### config.mk
export PLATFORM = sky130hd
export DESIGN_NAME = fp16_mul_arbiter
export DESIGN_NICKNAME = d
export VERILOG_FILES = /design/src/rtl/fp16_pkg.sv /design/src/rtl/rr_arbiter.sv /design/src/rtl/fp16_mul_arbiter.sv
export SDC_FILE = /design/constraint.sdc
export NUM_CORES = 1
export LEC_CHECK = 0
export CAP_MARGIN = 10
export CORE_ASPECT_RATIO = 1.4
export CORE_UTILIZATION = 40
export DETAILED_ROUTE_END_ITERATION = 10
export PLACE_DENSITY = 0.82
export SKIP_CTS_REPAIR_TIMING = 1
export SYNTH_ARGS = -nofsm -noshare
export SYNTH_HDL_FRONTEND = slang
export SYNTH_SLANG_ARGS = --single-unit
### constraint.sdc
create_clock -name clk -period 2.99 [get_ports clk]
set_input_delay 0.299 -clock clk [delete_from_list [all_inputs] [get_ports clk]]
set_output_delay 0.299 -clock clk [all_outputs]
set_load 0.05 [all_outputs]
### src/rtl/fp16_pkg.sv
// Shared FP16 definitions for the multiplier arbiter: field positions, widths,
// issue-stage state encoding and a slice helper for flattened operand buses.
package fp16_pkg;

  localparam int FP16_W   = 16;
  localparam int SIGN_BIT = 15;
  localparam int EXP_MSB  = 14;
  localparam int EXP_LSB  = 10;
  localparam int MANT_MSB = 9;

  localparam int MAX_REQ  = 8;
  localparam int BUS_W    = MAX_REQ * FP16_W;

  typedef enum logic {
    ST_IDLE    = 1'b0,
    ST_CAPTURE = 1'b1
  } issue_state_e;

  // Bus is zero-extended to the maximum requester count so one helper serves any NREQ.
  function automatic logic [FP16_W-1:0] fp16_slice(input logic [BUS_W-1:0] bus,
                                                   input int               idx);
    return bus[idx*FP16_W +: FP16_W];
  endfunction

endpackage

### src/rtl/rr_arbiter.sv
// Combinational round-robin picker: first eligible requester at or above the
// pointer (modulo NREQ) wins; returns a one-hot grant and its encoded index.
module rr_arbiter #(
  parameter int NREQ = 4,
  parameter int IDW  = 2
) (
  input  logic [NREQ-1:0] i_elig,
  input  logic [IDW-1:0]  i_ptr,
  output logic [NREQ-1:0] o_gnt,
  output logic [IDW-1:0]  o_idx,
  output logic            o_any
);

  logic [IDW-1:0] w_idx;

  always_comb begin
    o_gnt = '0;
    o_idx = '0;
    o_any = 1'b0;
    w_idx = '0;
    for (int k = 0; k < NREQ; k++) begin
      w_idx = IDW'((int'(i_ptr) + k) % NREQ);
      if (i_elig[w_idx] && !o_any) begin
        o_gnt[w_idx] = 1'b1;
        o_idx        = w_idx;
        o_any        = 1'b1;
      end
    end
  end

endmodule

### src/rtl/fp16_mul_arbiter.sv
// Shares one combinational FP16 multiplier among NREQ requesters: round-robin
// grant, registered operands, product captured one cycle later into per-requester slots.
module fp16_mul_arbiter
  import fp16_pkg::*;
#(
  parameter int NREQ = 4,
  parameter int IDW  = 2
) (
  input  logic                   clk,
  input  logic                   rst,
  input  logic [NREQ-1:0]        req_valid,
  output logic [NREQ-1:0]        req_ready,
  input  logic [NREQ*FP16_W-1:0] req_a,
  input  logic [NREQ*FP16_W-1:0] req_b,
  output logic [FP16_W-1:0]      mul_a,
  output logic [FP16_W-1:0]      mul_b,
  input  logic [FP16_W-1:0]      mul_p,
  output logic [NREQ-1:0]        rsp_valid,
  input  logic [NREQ-1:0]        rsp_ready,
  output logic [NREQ*FP16_W-1:0] rsp_data,
  output logic                   busy,
  output logic [15:0]            op_count
);

  // Handshakes: a transfer happens on an edge where valid and ready are both high.
  // req_ready is combinational and one-hot; rsp_valid holds until rsp_ready is seen.

  issue_state_e          r_state;
  logic [IDW-1:0]        r_ptr;
  logic [IDW-1:0]        r_tag;
  logic [NREQ-1:0]       r_pend;
  logic [NREQ-1:0]       r_rsp_valid;
  logic [NREQ*FP16_W-1:0] r_rsp_data;
  logic [FP16_W-1:0]     r_mul_a;
  logic [FP16_W-1:0]     r_mul_b;
  logic [15:0]           r_op_count;

  logic [NREQ-1:0]       w_elig;
  logic [NREQ-1:0]       w_gnt;
  logic [IDW-1:0]        w_gnt_idx;
  logic                  w_any;
  logic [NREQ-1:0]       w_cap_mask;
  logic [BUS_W-1:0]      w_req_a_ext;
  logic [BUS_W-1:0]      w_req_b_ext;

  // A requester whose response slot is being drained this cycle may issue again.
  assign w_elig = req_valid & ~r_pend & (~r_rsp_valid | rsp_ready) & {NREQ{~rst}};

  rr_arbiter #(
    .NREQ (NREQ),
    .IDW  (IDW)
  ) u_rr_arbiter (
    .i_elig (w_elig),
    .i_ptr  (r_ptr),
    .o_gnt  (w_gnt),
    .o_idx  (w_gnt_idx),
    .o_any  (w_any)
  );

  always_comb begin
    w_req_a_ext = '0;
    w_req_b_ext = '0;
    w_req_a_ext[NREQ*FP16_W-1:0] = req_a;
    w_req_b_ext[NREQ*FP16_W-1:0] = req_b;
  end

  always_comb begin
    w_cap_mask = '0;
    if (r_state == ST_CAPTURE) w_cap_mask[r_tag] = 1'b1;
  end

  always_ff @(posedge clk) begin
    if (rst) begin
      r_state     <= ST_IDLE;
      r_ptr       <= '0;
      r_tag       <= '0;
      r_pend      <= '0;
      r_rsp_valid <= '0;
      r_rsp_data  <= '0;
      r_mul_a     <= '0;
      r_mul_b     <= '0;
      r_op_count  <= '0;
    end else begin
      r_pend      <= (r_pend & ~w_cap_mask) | w_gnt;
      // Capture wins over drain when both hit the same slot on one edge.
      r_rsp_valid <= (r_rsp_valid & ~rsp_ready) | w_cap_mask;
      if (r_state == ST_CAPTURE) begin
        r_rsp_data[int'(r_tag)*FP16_W +: FP16_W] <= mul_p;
        r_op_count <= r_op_count + 16'd1;
      end
      if (w_any) begin
        r_state <= ST_CAPTURE;
        r_tag   <= w_gnt_idx;
        r_mul_a <= fp16_slice(w_req_a_ext, int'(w_gnt_idx));
        r_mul_b <= fp16_slice(w_req_b_ext, int'(w_gnt_idx));
        r_ptr   <= (w_gnt_idx == IDW'(NREQ-1)) ? '0 : w_gnt_idx + 1'b1;
      end else begin
        r_state <= ST_IDLE;
      end
    end
  end

  assign req_ready = w_gnt;
  assign mul_a     = r_mul_a;
  assign mul_b     = r_mul_b;
  assign rsp_valid = r_rsp_valid;
  assign rsp_data  = r_rsp_data;
  assign busy      = (r_state == ST_CAPTURE);
  assign op_count  = r_op_count;

endmodule
# After elaboration in Yosys (flattened, before gate mapping)
# Index checks and enable logic that the tools add are counted.
# op_classes
add_sub_neg	6
multipliers	0
div_mod_pow	0
order_cmp	10
n_eq_ne	1
shifts	4
mux	34
n_bitwise	16
reduce_logical	11
# ops
cell	n
$shiftx A128 B7 Y16	2
$bwmux W64	1
$shift A16 B33 Y64 const A	1
$shiftx A16 B33 Y64	1
$neg A6 Y33	1
$or A4 B4 Y4	6
$and A4 B4 Y4	5
$mux W4	5
$add A16 B1 Y16 const B	1
$not A4 Y4	4
$lt A2 B3 Y1 const B	5
$mux W1	14
$demux W1 S2	5
$ge A2 B1 Y1 const B	5
$mux W2	5
$bmux W1 S2	4
$logic_and A1 B1 Y1	8
$add A2 B1 Y2 const B	2
$add A2 B2 Y2 const B	2
$logic_not A1 Y1	3
$eq A2 B2 Y1 const B	1
$not A1 Y1	1
# totals
regBits	125
latch_bits	0
ram_bits	0
mem_bits_ro	0
inputBits	154
output_inout_bits	121
elab_cells	91
memories	0

# Depth between registers and ports, before layout
# depth
word_depth	18
mapped_depth	11
mapped_depth_nobuf	9

# Cells and area by module
# Synthesis repeated with hierarchy kept, for this count alone.
# unflattened
hier_cells	544
area_unflattened_um2	5725.5
# by_module_without_submodules
mod	instances	cells_each	area_each_um2	seq_area_each_um2
fp16_mul_arbiter	1	499	5306.3	2502.4
rr_arbiter	1	45	419.2	0.0

# Worst setup path before layout
# No wires, ideal clock.
# synth_path
path_kind	register -> output
from	register r_ptr[0]
to	output req_ready[3]
t_arrival_ns	2.592
path_slack_ns	0.099
stages_incl_launch_ff	11
n_path_buf	1
path_cell_list	dfxtp_1 buf_2 inv_1 ha_1 inv_1 nor3_1 o21ai_1 o21a_1 and3b_1 a222oi_1 nand2_1
# synth_via
elab_chain_cells	12
elab_cells_between_ends	47
classes_between	add/sub: 3; order compare: 8; mux: 23; bitwise: 3; reduce/logical: 10
# synth_rtl
element	line_no	text
start, declared	fp16_mul_arbiter.sv:29	logic [IDW-1:0] r_ptr;
start signal, assigned	fp16_mul_arbiter.sv:96	r_ptr <= (w_gnt_idx == IDW'(NREQ-1)) ? '0 : w_gnt_idx + 1'b1;
parallel branches: the longest is 11 deep, another holds $lt A2 B3 Y1	-	
$mux W4 *	rr_arbiter.sv:23	if (i_elig[w_idx] && !o_any) begin
end, declared	fp16_mul_arbiter.sv:12	output logic [NREQ-1:0] req_ready,
# Every way passes the cells marked *. The select of a mux whose other input is x is not followed.

# Final worst setup path
# layout_path
from	register r_pend[1]
to	output req_ready[0]
# layout_via
elab_chain_cells	16
elab_cells_between_ends	28
classes_between	mux: 15; bitwise: 7; reduce/logical: 6
# layout_rtl
element	line_no	text
start, declared	fp16_mul_arbiter.sv:31	logic [NREQ-1:0] r_pend;
start signal, assigned	fp16_mul_arbiter.sv:84	r_pend <= (r_pend & ~w_cap_mask) | w_gnt;
$not A4 Y4 *	fp16_mul_arbiter.sv:47	assign w_elig = req_valid & ~r_pend & (~r_rsp_valid | rsp_ready) & {NREQ{~rst}};
$and A4 B4 Y4 * (3 in series)	fp16_mul_arbiter.sv:47	
$bmux W1 S2	rr_arbiter.sv:23	
$mux W1 (implied by the code)	rr_arbiter.sv:23	
$mux W1	rr_arbiter.sv:23	
$logic_not A1 Y1	rr_arbiter.sv:23	
$logic_and A1 B1 Y1	rr_arbiter.sv:23	
$mux W1	rr_arbiter.sv:23	
$logic_not A1 Y1	rr_arbiter.sv:23	
$logic_and A1 B1 Y1	rr_arbiter.sv:23	
$mux W1	rr_arbiter.sv:23	
$logic_not A1 Y1	rr_arbiter.sv:23	
$logic_and A1 B1 Y1	rr_arbiter.sv:23	
$mux W4 *	rr_arbiter.sv:23	
# Every way passes the cells marked *; elsewhere a longest branch is shown, timed or not. The select of a mux whose other input is x is not followed.

==> results.rst <==
.. list-table::
   :header-rows: 1

   * - Metric
     - Value
   * - Outcome
     - finished, violations left
   * - Violations in the final reports
     - negative setup slack
   * - Maximum root-to-sink buffer count
     - 2
   * - DRC errors left
     - 0
   * - Hold Path Cell Cnt
     - 2
   * - CP max FO
     - 5
   * - Measured slew at the worst slew-check pin
     - ~0.58 ns
   * - Share of cells above drive strength 1
     - ~12%
   * - TritonRoute pass-1 iters
     - 5
   * - Clock tree from TritonCTS
     - built
   * - Worst R2R Setup Slack
     - roughly 0.55 ns
   * - Share of synthesized cell area in full adder, half adder and majority cells
     - 3.075%
   * - Leading cell type in the layout, fill and taps excluded
     - clkdlybuf4s50_1
   * - Area share of xor/xnor cells in the synthesized design
     - 2.306%
   * - Number of setup violations in the final report
     - 1
   * - Average instance area after synthesis
     - around 9.6 sq um
   * - Filler cell count
     - ~1100
   * - Worst hold margin
     - approximately 0.47 ns
   * - Routed length per instance
     - 17.06 microns
   * - Skew-Pair Late Insertion Delay
     - 0.41 ns
   * - All-layer global routing usage
     - around a quarter
   * - Multi-input gate area in the final layout
     - between 3000 and 4000 sq um
   * - Floorplan Core Area
     - ~14000 sq um
   * - Seq/Total Area, Yosys
     - between 40% and 50%
   * - Number of synthesized flops with an enable pin
     - 0
   * - Cell variety after synth
     - 51
   * - Worst reg2reg path startpoint
     - r_ptr[0]
   * - Cells after synthesis
     - around 590
   * - Kind of end point of the critical path
     - primary output
   * - Highest-count cells in the layout ignoring fill and taps
     - clkdlybuf4s50_1, dfxtp_1, nor2_1, mux2i_1, a22oi_1
   * - Fraction of synthesized area in multiplexers
     - 12.21%
   * - Classification of the worst-slack hold path
     - reg2reg
   * - Final period demand of the worst path
     - approximately 3.0 ns
   * - Remaining antenna violation count after routing
     - 0
   * - RSZ-0062 raised after global routing
     - true
   * - Pin count of the biggest net entering global routing
     - between 40 and 50
   * - Area added between synthesis and finish
     - 68.20%
   * - Slowest cell delay on critical path
     - between 0.4 and 0.5 ns
   * - X dimension of the die
     - between 100 and 150 microns
   * - Sum of internal, switching and leakage power
     - slightly above 9 mW
   * - Number of antenna repair diodes
     - 0
   * - Final total negative setup slack
     - -0.007783 ns
   * - Worst Hold Endpoint
     - mul_b[0]
   * - I/O pin total
     - around 280
   * - Fin worst setup slack
     - -0.007783 ns
   * - Max-cap violation count
     - 0
   * - First-pass GRT wire length
     - between 20000 and 30000 microns
   * - Total nets after synthesis
     - 759
   * - H-tree depth
     - 4
   * - Portion of the clock cycle consumed by the worst path in the final layout
     - 100.3%
   * - Number of buffer cells added on primary ports
     - 274
   * - Final global-route overflow total
     - 0
   * - Endpoint of the most critical register-to-register path
     - mul_a[11]
   * - CTS buffer count
     - 17
   * - Final max-slew violation count
     - 0
   * - Power per unit of standard cell area
     - about 970 nW/um^2
   * - Core Rows
     - about 50
   * - Starting DRT DRC Count
     - 245
   * - Via/cell ratio
     - between 5 and 6
   * - Initial Util
     - 40.95%
   * - DIE AREA
     - between 10000 and 15000 sq um
   * - Layout net count
     - 1051
   * - Combined area of all synthesized cells
     - around 5700 sq um
   * - Via count
     - roughly 5700
   * - Total detailed-routing wirelength
     - about 18000 microns
   * - Startpoint type of the worst setup path
     - flop
   * - Static leakage
     - a little under 4 nW
   * - Yosys Warn Count
     - 0
   * - Die outline height
     - roughly 140 microns
   * - Synth async-reset ratio
     - 0%
   * - Number of antenna violations at the first check in global routing
     - 2
   * - Maximum achievable frequency
     - between 300 and 400 MHz
   * - Simple-gate share of the synthesized area
     - approximately 13%
   * - Slew margin rel.
     - between 60 and 70%
   * - Fraction of the mapped netlist area in compound gates
     - a little over a fifth
   * - Cell with the biggest individual delay on the critical path
     - a222oi_1
   * - Count of final hold-check violations
     - 0
   * - Flip-flop cell with the highest count after synthesis
     - dfxtp_1
   * - Footprint of the flip-flops and latches
     - 2507 sq um
   * - Routability-driven placement congestion ratio
     - around 0.97
   * - Cell count of the worst reg-to-reg path
     - 11
   * - Clock skew after layout
     - between 0.015 and 0.02 ns
   * - CP cell instances
     - or3b_4, o21ai_4, o21ai_2, o21a_1, and3b_2, a222oi_1, nand2_1, buf_12
   * - Min-delay src
     - mul_b[0]
   * - Half-perimeter wire length after placement
     - about 14000 microns
   * - Root buffer cell
     - clkbuf_16
   * - TritonCTS Sinks
     - roughly 130
   * - Register bit total from synthesis
     - roughly 130
   * - Arrival time at the worst endpoint
     - 2.70 ns
   * - Data required, critical path
     - between 2 and 3 ns
   * - Peak VDD IR
     - roughly 0.0005 V
   * - Vias in the first global route
     - between 5000 and 6000
   * - Critical setup path kind
     - reg2out
   * - Combinational family with the most area after synthesis
     - compound AO/OA/AOI/OAI gates
   * - Clock edge transition at the registers on the reported setup and hold paths
     - about 0.060 ns
[cells by family (layout without fill, tap and decap cells)]
| logic type | count (synthesis) | after routing |
|---|---|---|
| AND/OR/NAND/NOR | 157 | 157 |
| buffers and inverters | 49 | 354 |
| XOR/XNOR | 15 | 15 |
| AO/OA/AOI/OAI | 164 | 164 |
| multiplexers | 67 | 67 |
| adder cells (fa/ha/maj) | 14 | 14 |
| flip-flops | 125 | 125 |
[sequential cells by signal (all words and copies together), names as in the netlist]
name       cells
r_pend         4
rsp_data      64
r_tag          2
rsp_valid      4
mul_b         16
busy           1
mul_a         16
op_count      16
r_ptr          2
[area by class of cell]
| type | count | area share (%) |
|---|---|---|
| inverter | 8 | 0.3134 |
| sequential | 125 | 26.17 |
| tap | 185 | 2.416 |
| timing repair buffer | 314 | 32.89 |
| multi-input combinational | 417 | 31.71 |
| clock inverter | 15 | 2.063 |
| clock buffer | 17 | 4.440 |
[per-stage QoR]
| stage | utilization, % | std cells | setup WS, ns | area [sq um] |
|---|---|---|---|---|
| floorplan | - | 591 | 0.09853 | 5697 |
| global placement | 63.36 | 1042 | 0.08626 | 8813 |
| detailed placement | 63.36 | 1042 | 0.01816 | 8813 |
| CTS | 67.84 | 1074 | -0.03551 | 9437 |
| global route | 68.88 | 1081 | -0.1150 | 9582 |
| finish | 68.88 | 1081 | -0.007783 | 9582 |
[synthesized netlist by cell type (2+ instances only)]
cell / n / share of area (%)
clkbuf_1: 19 / 1.3
ha_1: 14 / 3.1
mux4_2: 2 / 0.79
o22ai_1: 3 / 0.33
xnor2_1: 2 / 0.31
and4_1: 2 / 0.31
a222oi_1: 4 / 0.70
nand2_1: 29 / 1.9
buf_1: 4 / 0.26
nand3_1: 7 / 0.61
buf_4: 5 / 0.66
nor3_1: 3 / 0.26
nor4b_2: 2 / 0.53
nor2b_1: 4 / 0.44
a21oi_1: 7 / 0.61
inv_1: 6 / 0.40
buf_6: 6 / 1.2
mux2i_1: 65 / 11
xor2_1: 13 / 2.0
o21ai_1: 36 / 3.2
a22oi_1: 64 / 8.4
buf_2: 7 / 0.61
o2111ai_1: 2 / 0.31
dfxtp_1: 125 / 44
nand4_1: 3 / 0.33
a2bb2oi_1: 32 / 4.9
nand2b_1: 4 / 0.44
a31oi_1: 5 / 0.55
and3_1: 5 / 0.55
or3b_1: 2 / 0.31
nor2_1: 87 / 5.7
inv_2: 2 / 0.13
a211oi_1: 2 / 0.26
[power by group]
group	internal [mW]	switching, mW	total (mW)
logic	2.06	2.79	4.85
registers	2.04	0.226	2.26
clock network	1.34	0.819	2.16
[worst max path at each step]
| stage | start | end | slack, ns | cells past startpoint |
|---|---|---|---|---|
| after floorplan | r_ptr[0] | req_ready[3] | 0.1 | 10 |
| after global placement | req_valid[0] | req_ready[0] | 0.09 | 8 |
| after detailed placement | req_valid[1] | req_ready[0] | 0.02 | 9 |
| after CTS | r_pend[1] | req_ready[0] | -0.04 | 8 |
| after global routing | r_pend[1] | req_ready[0] | -0.11 | 8 |
| final | r_pend[1] | req_ready[0] | -0.008 | 8 |
[metal layers]
metal	GRT usage, %	vias to the layer above	wire length, microns
li1	-	2753	-
met1	25.63	2671	6612
met2	45.82	251	9629
met3	8.174	39	1520
met4	11.93	4	658
met5	0	-	21
[critical path, delay by kind of cell (launching register included)]
| family | cells | cell delay, ns |
|---|---|---|
| AOI/OAI and AO/OA | 4 | 0.91 |
| and+or+nand+nor | 3 | 0.85 |
| DFF | 1 | 0.36 |
| buffers and inverters | 1 | 0.19 |
Power figures use the tool's default switching activity.
